File: src/rtl/dm_sram_ctrl.sv
// dm_sram_ctrl: data-memory port to asynchronous 32-bit SRAM bridge.
// Accepts one byte/half/word request at a time, lane-shifts store data and
// byte enables to the addressed byte, strobes the SRAM for WAIT_CYCLES clocks
// and returns a one-cycle ready pulse (with right-aligned load data).
module dm_sram_ctrl #(
    parameter int unsigned WAIT_CYCLES = 1
) (
    input  logic        clk,
    input  logic        rst_n,
    // data-memory request side
    input  logic        dm_req_i,
    input  logic [31:0] dm_addr_i,
    input  logic        dm_rw_i,
    input  logic [3:0]  dm_wbe_n_i,
    input  logic [31:0] dm_wdata_i,
    output logic [31:0] dm_rdata_o,
    output logic        dm_ready_o,
    output logic        dm_busy_o,
    output logic        dm_misalign_o,
    // SRAM side
    output logic [19:0] sram_addr_o,
    output logic        sram_ce_n_o,
    output logic        sram_oe_n_o,
    output logic        sram_we_n_o,
    output logic [3:0]  sram_be_n_o,
    output logic [31:0] sram_dq_o,
    output logic        sram_dq_oe_o,
    input  logic [31:0] sram_dq_i
);

    typedef enum logic [2:0] {
        S_IDLE,
        S_READ,
        S_WSETUP,
        S_WPULSE,
        S_WHOLD,
        S_DONE
    } state_t;

    // Counter runs from WAIT_CYCLES-1 down to 0, so the strobe lasts
    // exactly WAIT_CYCLES clocks.
    localparam logic [3:0] CNT_LOAD = 4'(WAIT_CYCLES - 1);

    state_t      state_q, state_d;
    logic [3:0]  cnt_q, cnt_d;
    logic [19:0] addr_q, addr_d;
    logic [1:0]  off_q, off_d;
    logic [3:0]  be_q, be_d;
    logic [31:0] dq_q, dq_d;
    logic        mis_q, mis_d;
    logic [31:0] rdata_q, rdata_d;

    // Lane shift of the incoming request. Enables are widened to 8 bits so
    // anything pushed past lane 3 is visible as the misalign condition.
    logic [7:0]  en_wide;
    logic [3:0]  be_sh;
    logic        mis_sh;
    logic [31:0] dq_sh;
    logic [31:0] rd_sh;
    logic        unused_addr_hi;

    assign en_wide        = {4'b0000, ~dm_wbe_n_i} << dm_addr_i[1:0];
    assign be_sh          = ~en_wide[3:0];
    assign mis_sh         = |en_wide[7:4];
    assign dq_sh          = dm_wdata_i << {dm_addr_i[1:0], 3'b000};
    assign rd_sh          = sram_dq_i >> {off_q, 3'b000};
    assign unused_addr_hi = ^dm_addr_i[31:22];

    // State and datapath registers; reset clears everything the SRAM sees.
    always_ff @(posedge clk or negedge rst_n) begin
        if (!rst_n) begin
            state_q <= S_IDLE;
            cnt_q   <= 4'd0;
            addr_q  <= 20'd0;
            off_q   <= 2'd0;
            be_q    <= 4'hF;
            dq_q    <= 32'd0;
            mis_q   <= 1'b0;
            rdata_q <= 32'd0;
        end else begin
            state_q <= state_d;
            cnt_q   <= cnt_d;
            addr_q  <= addr_d;
            off_q   <= off_d;
            be_q    <= be_d;
            dq_q    <= dq_d;
            mis_q   <= mis_d;
            rdata_q <= rdata_d;
        end
    end

    // Next-state logic: request capture in IDLE, strobe counting, read capture.
    always_comb begin
        state_d = state_q;
        cnt_d   = cnt_q;
        addr_d  = addr_q;
        off_d   = off_q;
        be_d    = be_q;
        dq_d    = dq_q;
        mis_d   = mis_q;
        rdata_d = rdata_q;
        case (state_q)
            S_IDLE: begin
                if (dm_req_i) begin
                    addr_d = dm_addr_i[21:2];
                    off_d  = dm_addr_i[1:0];
                    be_d   = be_sh;
                    dq_d   = dq_sh;
                    if (dm_rw_i) begin
                        mis_d   = 1'b0;
                        cnt_d   = CNT_LOAD;
                        state_d = S_READ;
                    end else if (&dm_wbe_n_i) begin
                        // nothing enabled: complete without touching the SRAM
                        mis_d   = 1'b0;
                        state_d = S_DONE;
                    end else begin
                        mis_d   = mis_sh;
                        state_d = S_WSETUP;
                    end
                end
            end
            S_READ: begin
                if (cnt_q == 4'd0) begin
                    rdata_d = rd_sh;
                    state_d = S_DONE;
                end else begin
                    cnt_d = cnt_q - 4'd1;
                end
            end
            S_WSETUP: begin
                cnt_d   = CNT_LOAD;
                state_d = S_WPULSE;
            end
            S_WPULSE: begin
                if (cnt_q == 4'd0) begin
                    state_d = S_WHOLD;
                end else begin
                    cnt_d = cnt_q - 4'd1;
                end
            end
            S_WHOLD: state_d = S_DONE;
            S_DONE:  state_d = S_IDLE;
            default: state_d = S_IDLE;
        endcase
    end

    // Strobes decode straight from state so an async reset releases them
    // in the same cycle; dq_oe is only ever high in write states (oe_n=1).
    always_comb begin
        sram_ce_n_o   = 1'b1;
        sram_oe_n_o   = 1'b1;
        sram_we_n_o   = 1'b1;
        sram_be_n_o   = 4'hF;
        sram_dq_oe_o  = 1'b0;
        dm_ready_o    = 1'b0;
        dm_misalign_o = 1'b0;
        case (state_q)
            S_READ: begin
                sram_ce_n_o = 1'b0;
                sram_oe_n_o = 1'b0;
                sram_be_n_o = 4'h0;
            end
            S_WSETUP, S_WHOLD: begin
                sram_ce_n_o  = 1'b0;
                sram_be_n_o  = be_q;
                sram_dq_oe_o = 1'b1;
            end
            S_WPULSE: begin
                sram_ce_n_o  = 1'b0;
                sram_we_n_o  = 1'b0;
                sram_be_n_o  = be_q;
                sram_dq_oe_o = 1'b1;
            end
            S_DONE: begin
                dm_ready_o    = 1'b1;
                dm_misalign_o = mis_q;
            end
            default: ;
        endcase
    end

    assign dm_busy_o   = (state_q != S_IDLE);
    assign dm_rdata_o  = rdata_q;
    assign sram_addr_o = addr_q;
    assign sram_dq_o   = dq_q;

endmodule

File: config.mk
export PLATFORM = sky130hd
export DESIGN_NAME = dm_sram_ctrl
export DESIGN_NICKNAME = d
export VERILOG_FILES = /design/src/rtl/dm_sram_ctrl.sv
export SDC_FILE = /design/constraint.sdc
export NUM_CORES = 1
export LEC_CHECK = 0
export ABC_AREA = 1
export BUFFER_PORTS_ARGS = -buffer_cell sky130_fd_sc_hd__buf_2
export CAP_MARGIN = 20
export CORE_UTILIZATION = 53
export CTS_BUF_LIST = sky130_fd_sc_hd__clkbuf_8 sky130_fd_sc_hd__clkbuf_16
export CTS_CLUSTER_SIZE = 24
export DETAILED_ROUTE_END_ITERATION = 10
export PLACE_DENSITY = 0.82
export RECOVER_POWER = 25
export SYNTH_ARGS = -nofsm -noshare
export SYNTH_HDL_FRONTEND = slang
export SYNTH_SLANG_ARGS = --single-unit
export TNS_END_PERCENT = 10
File: constraint.sdc
create_clock -name clk -period 2.2 [get_ports clk]
set_input_delay 0.44 -clock clk [delete_from_list [all_inputs] [get_ports clk]]
set_output_delay 0.44 -clock clk [all_outputs]
set_load 0.01 [all_outputs]
==> results.cfg <==
[run]
cap_violations = 0

[critical_path]
cp-end-kind = output port
cpPeakStageDelay_ps = 450
slowest_stage = dfrtp_2
path_cells = inv_1, nand2_2, nor2_2, nor2_1, inv_1, nand2_1, nand2_1, buf_2
start_kind = flop
critPathBufInv = 3
path_class = flop to output port
crit_arrival_ps = 1600
cp_top_family = simple AND/OR/NAND/NOR gates
crit_path_max_fanout = 6
cp.required_ps = 1760

[drt]
drt-total-wl_um = 13180
first_iter_violations = 204
firstDrtPassIters = 5
wire_per_inst_um = 13.50
drcViolationCount = 0
vias = 5107
viasPerCell = 5.233
route.antenna.remaining_nets = 0

[floorplan]
fp-row-count = 35
dieArea_um2 = 9876
initial_core_util_pct = 54.65
io_pins = 199
die_y_um = 99.38
core-area_um2 = 9196
dieWidth_um = 99.38

[timing]
rsz0062_at_grt = false
fin_crit_ps = 2042
post-route-period-util_pct = 92.81
slew_violations = 0
setup_violations = 0
fmax_mhz = 489.7
hold_violations = 0
slew_headroom_pct = 32.48
fin_setup_tns_ps = 0
clock_skew_ps = 17.78
tightest_slew_ps = 1013

[placed_design]
gp_congestion = 0.8745
placedCellCount = 960
port_buffers = 188
place_area_um2 = 5982
dpl.hpwl_um = 9401

[final_layout]
drive_gt1_share_pct = 28.67
area.growth.synth_to_final_pct = 22.83
final_nets = 965
num_antenna_cells = 0
fin_cells = 976
fin_util_pct = 67.13
postLayoutCellArea_um2 = 6173

[grt]
grt_pass1_vias = 4704
grt_overflow_total = 0
antenna_found_initial = 0
grt_max_degree = 57
grt_usage_pct = 27.09
grt_pass1_wl_um = 21470

[clock_tree]
htreeDepth = 3
clk_pin_slew_ps = 100
clock-sinks = 98
clkLatencyLatePin_ps = 360
cts_tree = built
post_cts_buffers = 0
cts-buffers-inserted = 9
cts-root-buf = clkbuf_8
clockBufferDepth = 2

[hold_path]
hold_path.class = input pin to asynchronous set/reset pin

[logic_synthesis]
synth-edff-count = 0
ys_types = 26
synth_nets = 793
async_reset_ff_share_pct = 100.0
yosysMostFrequentCell = nand2_1
yosys.area.top_type = dfrtp_1
yosysTopAreaCellShare_pct = 46.80
yosys-top-cells-count = 333 x nand2_1, 94 x dfrtp_1, 70 x nand3_1, 62 x o21ai_0, 27 x inv_1
yosysWarnings = 0
avgSynthCellArea_um2 = 7.305
postSynthCellCount = 688
mappedNetlistArea_um2 = 5026
synthFlopType = dfrtp_1
synth.area.top_cells = dfrtp_1 47%, nand2_1 25%, nand3_1 7.0%
seq_area_frac_synth_pct = 48.89
synth_seq_cells = 98

[pwr]
seqPwrFrac_pct = 37.4
p_sw_share_pct = 44.17
ir_drop_mv = 0.5152
switching_power_uw = 3664
p_total_uw = 8295
clockPowerShare_pct = 14.4
p_per_area_nw_per_um2 = 1344
combPwrFrac_pct = 48.2
p_int_uw = 4631
p_leak_uw = 0.003527

[outcome]
status = complete, no violations
-- placed cells by master, fill, tap and decap left out, types with 2 or more instances in the layout --
| master | count |
|---|---|
| inv_2 | 4 |
| o21ai_2 | 3 |
| inv_1 | 28 |
| nand3_1 | 70 |
| buf_4 | 10 |
| dfrtp_2 | 2 |
| buf_2 | 187 |
| or2_2 | 11 |
| dfstp_2 | 4 |
| nor2_1 | 22 |
| clkbuf_2 | 2 |
| clkinv_1 | 2 |
| nand2_2 | 3 |
| o21ai_0 | 62 |
| o21ai_1 | 4 |
| dfrtp_1 | 92 |
| nor2_4 | 4 |
| nor2_2 | 2 |
| clkbuf_8 | 9 |
| nand2_1 | 332 |
| inv_6 | 2 |
-- metrics by stage --
stage               hold slack (ps)  setup WS (ps)
detailed placement            452.1          379.9
CTS                           46.47          84.79
global route                  267.7          3.296
global placement              448.6          424.1
finish                        226.8          158.1
floorplan                     144.4          632.2
-- sequential cells by signal, indices dropped and copies added, names as in the netlist --
register,cells
sram_addr_o,20
dm_rdata_o,32
be_q,4
cnt_q,4
mis_q,1
off_q,2
sram_dq_o,32
state_q,3
-- cells by family (layout without fill, tap and decap cells) --
| family | Yosys count | count (layout) | share of synthesized area [%] |
|---|---|---|---|
| AND/OR/NAND/NOR | 447 | 447 | 36.57 |
| adder cells (fa/ha/maj) | 1 | 1 | 0.2489 |
| AO/OA/AOI/OAI | 70 | 70 | 7.244 |
| flip-flops | 98 | 98 | 48.89 |
| XOR/XNOR | 1 | 1 | 0.1743 |
| buffers and inverters | 71 | 248 | 6.871 |
-- power groups by stage --
stage,Combinational (uW),Clock [uW],Sequential [uW]
detailed placement,4000,0,3110
global placement,3870,0,3080
finish,4000,1190,3100
floorplan,2290,0,3430
global route,4510,1280,3190
CTS,4010,1210,3090
-- final timing paths --
path / from / to / slack (ps) / depth (start not counted)
worst min-delay path: rst_n / sram_addr_o[1] / 230 / 1
worst max-delay path: state_q[2] / sram_be_n_o[2] / 160 / 8
worst min register to register: sram_addr_o[4] / sram_addr_o[4] / 480 / 2
worst max register to register: state_q[0] / sram_dq_o[6] / 400 / 6
min in group clk: dm_addr_i[20] / sram_addr_o[18] / 270 / 3
max in group asynchronous: rst_n / sram_dq_o[28] / 420 / 2
-- cell type report --
type / instances / area, um^2
clock buffers: 9 / 123.9
multi-input cells: 519 / 2231
inverters: 33 / 123.9
repair buffers: 199 / 1021
flip-flops and latches: 98 / 2460
clock inverters: 7 / 75.07
fillers: 802 / 3023
well taps: 111 / 138.9
-- routing by layer --
| metal | track usage [%] | wire (um) |
|---|---|---|
| met5 | 0 | 0 |
| met4 | 9.955 | 223 |
| met3 | 3.935 | 852 |
| met2 | 44.39 | 6302 |
| met1 | 36.87 | 5802 |
-- timing repair --
item                       4_1_cts  5_1_grt
setup endpoints to repair        0        5
resized for setup                0        5
hold buffers                     0        0
No activity file was read; power rests on OpenSTA's default activity.
